[src/rtl/mojo_pkg.sv]
// Shared definitions for the Mojo board logic.
// Latency: n/a (types and constants only).
// Backpressure: n/a.
// Contents: repeat-FSM state encoding, board clock rate, small elaboration helpers.
package mojo_pkg;

  // Auto-repeat FSM states. Encodings are fixed so other blocks and debug
  // probes can decode them directly.
  typedef enum logic [1:0] {
    ST_IDLE   = 2'd0,
    ST_DELAY  = 2'd1,
    ST_REPEAT = 2'd2
  } rp_state_t;

  // Board oscillator frequency.
  localparam int CLK_HZ = 50_000_000;

  // Larger of two integers; used to size counters shared by two terminal counts.
  function automatic int max_int(input int a, input int b);
    return (a > b) ? a : b;
  endfunction

endpackage

[src/rtl/button_conditioner_if.sv]
// Bundle between the button pin and its consumers (LED counter enable etc).
// Latency: n/a (wires only).
// Backpressure: none; all outputs are single-cycle events or levels.
// Signals:
//   btn_in        raw asynchronous button pin
//   level         debounced state, 1 = pressed
//   press         1-cycle pulse on debounced 0->1
//   release_pulse 1-cycle pulse on debounced 1->0 ("release" is a reserved word)
//   step          1-cycle pulse on press and on each auto-repeat
//   holding       1 while the button has been held past the repeat delay
interface button_conditioner_if;

  logic btn_in;
  logic level;
  logic press;
  logic release_pulse;
  logic step;
  logic holding;

  // Conditioner side: samples the pin, drives the events.
  modport master (
    input  btn_in,
    output level,
    output press,
    output release_pulse,
    output step,
    output holding
  );

  // Consumer side: owns the pin, observes the events.
  modport slave (
    output btn_in,
    input  level,
    input  press,
    input  release_pulse,
    input  step,
    input  holding
  );

endinterface

[src/rtl/bit_synchronizer.sv]
// Multi-flop synchronizer for a single asynchronous input bit.
// Latency: STAGES clocks from d to q.
// Backpressure: none.
// Ports: clk, rst (sync, active-high, loads INIT into every flop), d (async in), q (synced out).
module bit_synchronizer #(
  parameter int STAGES = 2,
  parameter bit INIT   = 1'b0
) (
  input  logic clk,
  input  logic rst,
  input  logic d,
  output logic q
);

  logic [STAGES-1:0] ff;

  // Reset to the line's idle value so no spurious edge is seen after reset.
  always_ff @(posedge clk) begin
    if (rst) begin
      ff <= {STAGES{INIT}};
    end else begin
      ff <= {ff[STAGES-2:0], d};
    end
  end

  assign q = ff[STAGES-1];

endmodule

[src/rtl/button_conditioner.sv]
// Turns a bouncy asynchronous push-button into clean single-cycle events with hold-to-repeat.
// Latency: SYNC_STAGES+DEBOUNCE_CYCLES clocks from a clean pin edge to level/press/release/step.
// Backpressure: none; consumers must accept every pulse.
// Ports: clk, rst (sync, active-high), bus (button_conditioner_if.master: btn_in in;
//        level, press, release_pulse, step, holding out).
module button_conditioner
  import mojo_pkg::*;
#(
  parameter int ACTIVE_LOW      = 1,
  parameter int SYNC_STAGES     = 2,
  parameter int DEBOUNCE_CYCLES = 1_000_000,
  parameter int REPEAT_EN       = 1,
  parameter int REPEAT_DELAY    = 25_000_000,
  parameter int REPEAT_RATE     = 5_000_000
) (
  input  logic                  clk,
  input  logic                  rst,
  button_conditioner_if.master  bus
);

  localparam int DB_W   = $clog2(DEBOUNCE_CYCLES);
  localparam int RP_MAX = max_int(REPEAT_DELAY, REPEAT_RATE);
  localparam int RP_W   = $clog2(RP_MAX);

  localparam logic [DB_W-1:0] DB_LAST    = DB_W'(DEBOUNCE_CYCLES - 1);
  localparam logic [RP_W-1:0] DELAY_LAST = RP_W'(REPEAT_DELAY - 1);
  localparam logic [RP_W-1:0] RATE_LAST  = RP_W'(REPEAT_RATE - 1);

  // Pin value when the button is not pressed.
  localparam bit IDLE_PIN = (ACTIVE_LOW != 0);

  // ---------------------------------------------------------------------------
  // Synchronizer. The raw pin is synchronized (reset to its idle value) and
  // then polarity-corrected, so s is always 1 = pressed.
  // ---------------------------------------------------------------------------
  logic pin_sync;
  logic s;

  bit_synchronizer #(
    .STAGES (SYNC_STAGES),
    .INIT   (IDLE_PIN)
  ) u_sync (
    .clk (clk),
    .rst (rst),
    .d   (bus.btn_in),
    .q   (pin_sync)
  );

  assign s = pin_sync ^ IDLE_PIN;

  // ---------------------------------------------------------------------------
  // Debounce and edge detect. The counter only advances while s disagrees
  // with level, and any agreement clears it, so a glitch shorter than
  // DEBOUNCE_CYCLES restarts the count. It clears on acceptance, so it never
  // needs to saturate or wrap.
  // ---------------------------------------------------------------------------
  logic            level_q;
  logic [DB_W-1:0] db_cnt;
  logic            db_flip;
  logic            press_nxt;
  logic            release_nxt;
  logic            press_q;
  logic            release_q;

  assign db_flip     = (s != level_q) && (db_cnt == DB_LAST);
  assign press_nxt   = db_flip &&  s;
  assign release_nxt = db_flip && !s;

  // press/release are computed from the same condition that flips level, so
  // they land in the same cycle as the level change and are mutually exclusive.
  always_ff @(posedge clk) begin
    if (rst) begin
      level_q   <= 1'b0;
      db_cnt    <= '0;
      press_q   <= 1'b0;
      release_q <= 1'b0;
    end else begin
      if (s == level_q) begin
        db_cnt <= '0;
      end else if (db_flip) begin
        level_q <= s;
        db_cnt  <= '0;
      end else begin
        db_cnt <= db_cnt + DB_W'(1);
      end
      press_q   <= press_nxt;
      release_q <= release_nxt;
    end
  end

  // ---------------------------------------------------------------------------
  // Auto-repeat FSM. It consumes the pre-register press/release terms so the
  // first step coincides with the press pulse, and so a release that is
  // accepted on a terminal-count cycle suppresses that step.
  // ---------------------------------------------------------------------------
  rp_state_t       state;
  rp_state_t       state_nxt;
  logic [RP_W-1:0] rp_cnt;
  logic [RP_W-1:0] rp_cnt_nxt;
  logic            step_nxt;
  logic            step_q;
  logic            holding_q;

  always_ff @(posedge clk) begin
    if (rst) begin
      state     <= ST_IDLE;
      rp_cnt    <= '0;
      step_q    <= 1'b0;
      holding_q <= 1'b0;
    end else begin
      state     <= state_nxt;
      rp_cnt    <= rp_cnt_nxt;
      step_q    <= step_nxt;
      holding_q <= (state_nxt == ST_REPEAT);
    end
  end

  always_comb begin
    state_nxt  = state;
    rp_cnt_nxt = rp_cnt;
    step_nxt   = 1'b0;

    if (REPEAT_EN == 0) begin
      // Repeat disabled: one step per press, FSM parked.
      state_nxt  = ST_IDLE;
      rp_cnt_nxt = '0;
      step_nxt   = press_nxt;
    end else begin
      case (state)
        ST_IDLE: begin
          if (press_nxt) begin
            state_nxt  = ST_DELAY;
            rp_cnt_nxt = '0;
            step_nxt   = 1'b1;
          end
        end

        ST_DELAY: begin
          // Release has priority over the delay terminal count.
          if (release_nxt || !level_q) begin
            state_nxt  = ST_IDLE;
            rp_cnt_nxt = '0;
          end else if (rp_cnt == DELAY_LAST) begin
            state_nxt  = ST_REPEAT;
            rp_cnt_nxt = '0;
            step_nxt   = 1'b1;
          end else begin
            rp_cnt_nxt = rp_cnt + RP_W'(1);
          end
        end

        ST_REPEAT: begin
          // Release has priority over the repeat terminal count.
          if (release_nxt || !level_q) begin
            state_nxt  = ST_IDLE;
            rp_cnt_nxt = '0;
          end else if (rp_cnt == RATE_LAST) begin
            rp_cnt_nxt = '0;
            step_nxt   = 1'b1;
          end else begin
            rp_cnt_nxt = rp_cnt + RP_W'(1);
          end
        end

        default: begin
          state_nxt  = ST_IDLE;
          rp_cnt_nxt = '0;
        end
      endcase
    end
  end

  // ---------------------------------------------------------------------------
  // Outputs
  // ---------------------------------------------------------------------------
  assign bus.level         = level_q;
  assign bus.press         = press_q;
  assign bus.release_pulse = release_q;
  assign bus.step          = step_q;
  assign bus.holding       = holding_q;

endmodule

[src/flat_wrapper.sv]
// flat-port wrapper written by rule: the top's interface ports become plain ports
module button_conditioner_flat import mojo_pkg::*;
#(
  parameter int ACTIVE_LOW      = 1,
  parameter int SYNC_STAGES     = 2,
  parameter int DEBOUNCE_CYCLES = 1_000_000,
  parameter int REPEAT_EN       = 1,
  parameter int REPEAT_DELAY    = 25_000_000,
  parameter int REPEAT_RATE     = 5_000_000
)
  (clk, rst, bus_btn_in, bus_level, bus_press, bus_release_pulse, bus_step, bus_holding);
  button_conditioner_if bus_i ();
  input  logic clk;
  input  logic rst;
  input wire logic [$bits(bus_i.btn_in)-1:0] bus_btn_in;
  output wire logic [$bits(bus_i.level)-1:0] bus_level;
  output wire logic [$bits(bus_i.press)-1:0] bus_press;
  output wire logic [$bits(bus_i.release_pulse)-1:0] bus_release_pulse;
  output wire logic [$bits(bus_i.step)-1:0] bus_step;
  output wire logic [$bits(bus_i.holding)-1:0] bus_holding;
  assign bus_i.btn_in = bus_btn_in;
  assign bus_level = bus_i.level;
  assign bus_press = bus_i.press;
  assign bus_release_pulse = bus_i.release_pulse;
  assign bus_step = bus_i.step;
  assign bus_holding = bus_i.holding;
  button_conditioner #(.ACTIVE_LOW(ACTIVE_LOW), .SYNC_STAGES(SYNC_STAGES), .DEBOUNCE_CYCLES(DEBOUNCE_CYCLES), .REPEAT_EN(REPEAT_EN), .REPEAT_DELAY(REPEAT_DELAY), .REPEAT_RATE(REPEAT_RATE)) u_core (.clk(clk), .rst(rst), .bus(bus_i));
endmodule
[config.mk]
export PLATFORM = sky130hd
export DESIGN_NAME = button_conditioner_flat
export DESIGN_NICKNAME = d
export VERILOG_FILES = /design/src/rtl/mojo_pkg.sv /design/src/rtl/button_conditioner_if.sv /design/src/rtl/bit_synchronizer.sv /design/src/rtl/button_conditioner.sv /design/src/flat_wrapper.sv
export SDC_FILE = /design/constraint.sdc
export NUM_CORES = 1
export LEC_CHECK = 0
export CAP_MARGIN = 10
export CORE_ASPECT_RATIO = 1.25
export CORE_MARGIN = 2
export CORE_UTILIZATION = 60
export CTS_CLUSTER_SIZE = 40
export DETAILED_ROUTE_END_ITERATION = 16
export HOLD_SLACK_MARGIN = 0.12
export PLACE_DENSITY_LB_ADDON = 0.05
export SLEW_MARGIN = 20
export SYNTH_ARGS = -nofsm -noshare
export SYNTH_HDL_FRONTEND = slang
export SYNTH_SLANG_ARGS = --single-unit
[constraint.sdc]
create_clock -name clk -period 2.5 [get_ports clk]
set_clock_uncertainty 0.1 [all_clocks]
set_input_delay 0.25 -clock clk [delete_from_list [all_inputs] [get_ports clk]]
set_output_delay 0.25 -clock clk [all_outputs]
set_load 0.02 [all_outputs]
==> run_results.csv <==
group,metric,value,unit
pwr,leakage,1.11,nW
sta,setup_tns,0,ps
floorplan,fp.coreArea,4660,um^2
sta,hold_viol,0,
placed_design,pre_cts_ws,43.0,ps
routing,drt-initial-drc-count,181,
pwr,p_per_area,472,nW/um^2
cells_and_area,final_common_cell,"dfxtp_1",
cells_and_area,syn_to_final_growth,17.7,%
yosys,synthAdderAreaFrac,2.64,%
sta,setup_viol,0,
routing,final_antenna_net_count,0,
clock_network,path_clk_slew,100,ps
floorplan,initial_core_util,61.0,%
placed_design,io_buffers,7,
floorplan,fp.dieH,81.0,um
yosys,synth_compound_area_share,15.0,%
sta,final.period_utilization,96.9,%
floorplan,ios,8,
setup_path,worstPathMaxFanout,14,
yosys,avgSynthCellArea,8.54,um^2
yosys,synth_area_leaders,"dfxtp_1, nand3_1, nand2_1, nor2_1, xor2_1",
sta,whs,321,ps
cells_and_area,nFillCells,368,
yosys,synth_top_area_share,38.0,%
clock_network,htree_num_levels,2,
yosys,synth-seq-cells,54,
routing,wl,6.57,mm
clock_network,cts_made_buffers,5,
yosys,synth_edf_count,0,
cells_and_area,finalNonFillerCells,429,
setup_path,cp.arrival,2520,ps
yosys,yosysWarnings,0,
floorplan,fp.dieW,65.6,um
sta,fin_crit,2420,ps
global_routing,first_global_vias,2454,
routing,vias,2571,
worst_hold_path,hold_start,"u_core.u_sync.ff[0]",
routing,drc,0,
routing,dr.pass1.iters,4,
global_routing,grt_pass1_wl,10.9,mm
yosys,synth_simple_gate_area_share,34.8,%
worst_hold_path,hold_class,"flip-flop to flip-flop",
yosys,synth_top_family_by_area,"simple AND/OR/NAND/NOR gates",
cells_and_area,final_core_util,71.8,%
global_routing,antenna_found_initial,0,
pwr,finalPower,1.58,mW
floorplan,placementRows,28,
yosys,synthMuxAreaShare,0.352,%
placed_design,place_area,3130,um^2
clock_network,cts_sinks,54,
clock_network,cts_hold_buf,0,
setup_path,setup.worst_path.start_class,"flip-flop",
sta,timing.final.ws_setup,77.3,ps
yosys,syn-cell-area,2840,um^2
routing,drt-vias-per-instance,5.99,
cells_and_area,fin_area,3350,um^2
sta,fmax,413,MHz
yosys,async_flop_share,0,%
routing,routedWlPerCell,15.3,um
clock_network,clk_latency,310,ps
status,status,"finished, final reports clean",
pwr,ir_drop,0.417,mV
clock_network,clockBufferDepth,2,
yosys,ys.flop_type,"dfxtp_1",
placed_design,dp_hpwl,4.74,mm
placed_design,placed_cells,415,
sta,tightest_slew,419,ps
yosys,synthXorXnorAreaFrac,5.54,%
clock_network,cts_tree,"done",
setup_path,reg2reg_from,"u_core.rp_cnt[24]",
cells_and_area,antenna_cells,0,
yosys,synth_largest_area_cell,"dfxtp_1",
yosys,postSynthNetCount,342,
sta,max-slew-margin-rel,72.0,%
floorplan,die_area,5310,um^2
setup_path,crit_start,"u_core.rp_cnt[24]",
yosys,syn_inst,333,
yosys,yosysSeqAreaShare,38.0,%
yosys,yosysUniqueCellTypes,57,
setup_path,cp_data_required_time,2600,ps
global_routing,grt_max_degree,22,
global_routing,track_usage,26.3,%
clock_network,cts-root-buf,"clkbuf_8",
cells_and_area,nNetsFinal,377,
setup_path,criticalPathCategory,"flip-flop to flip-flop",
placed_design,gp_congestion,0.883,
global_routing,grt_overflow_total,0,
cells_and_area,final_cell_mix,"dfxtp_1, nand2_1, nor2_1, buf_4, nand3_1",
sta,slew_violations,0,
setup_path,end_kind,"flip-flop",
cells_and_area,drive_above_1_share,17.9,%
job,maxCapViolations,0,
[flip-flops by register name, indices dropped and copies added (netlist names), 2 cells and up]
register          cells
u_core.db_cnt        20
u_core.rp_cnt        25
u_core.state          2
u_core.u_sync.ff      2
[logic make-up (layout without fill, tap and decap cells)]
kind of cell,Yosys count,in the layout
compound gates,55,55
xor+xnor,18,18
fa+ha+maj,6,6
buf+inv,19,55
flops,54,54
mux,1,1
simple gates,180,180
[layout make-up]
class,instances,area [um^2],share of cell area (%)
Timing Repair Buffer,41,338,10.1
Multi-Input combinational cell,260,1690,50.5
Clock inverter,3,68.8,2.06
Tap cell,60,75.1,2.24
Inverter,6,22.5,0.673
Sequential cell,54,1080,32.4
Clock buffer,5,68.8,2.06
[per-layer routing]
layer,wire (um),track usage [%],up-vias,part of all wire (%)
li1,-,-,1288,-
met1,2740,29.4,1209,42
met2,3440,48.9,55,52
met3,212,4.57,19,3.2
met4,184,10.6,0,2.8
met5,0,0,-,0
[path summary, 6_finish.rpt]
kind,end,slack (ps),cells past startpoint
worst min-delay path,u_core.u_sync.ff[1],320,1
worst max-delay path,u_core.rp_cnt[11],80,7
worst max register to register,u_core.rp_cnt[11],80,7
worst min register to register,u_core.u_sync.ff[1],320,1
[synth_stat cells (3+ instances only)]
| cell type | number |
|---|---|
| and4_1 | 5 |
| nand3b_1 | 4 |
| a31oi_1 | 15 |
| and2_1 | 5 |
| nand2_1 | 42 |
| o211ai_1 | 3 |
| nor2_1 | 36 |
| a211oi_1 | 3 |
| buf_6 | 4 |
| or3b_1 | 4 |
| inv_1 | 6 |
| nand3_1 | 33 |
| or3_1 | 4 |
| nand4_1 | 9 |
| nor4_1 | 5 |
| a21oi_1 | 11 |
| xor2_1 | 11 |
| and3_1 | 9 |
| ha_1 | 6 |
| o21ai_0 | 6 |
| clkbuf_1 | 7 |
| dfxtp_1 | 54 |
| xnor2_1 | 7 |
[where the power goes]
group	leakage (nW)	internal, mW	switching [mW]	total (mW)
combinational	0.604	0.00771	0.0148	0.0225
clock	0.0683	0.401	0.295	0.696
sequential	0.437	0.861	0.00121	0.863
[critical path, cell delays in order (launching register included)]
cell and delay (ps):
dfxtp_1 330, or4_1 510, or4_4 530, o21ai_4 250
a21oi_4 170, buf_4 210, a21oi_1 130, a211oi_1 90
[repair_timing]
action,CTS,global route
setup buffers,0,6
endpoints found under the setup margin,0,22
endpoints found under the hold margin,0,0
resized for setup,0,9
Power figures use the tool's default switching activity.
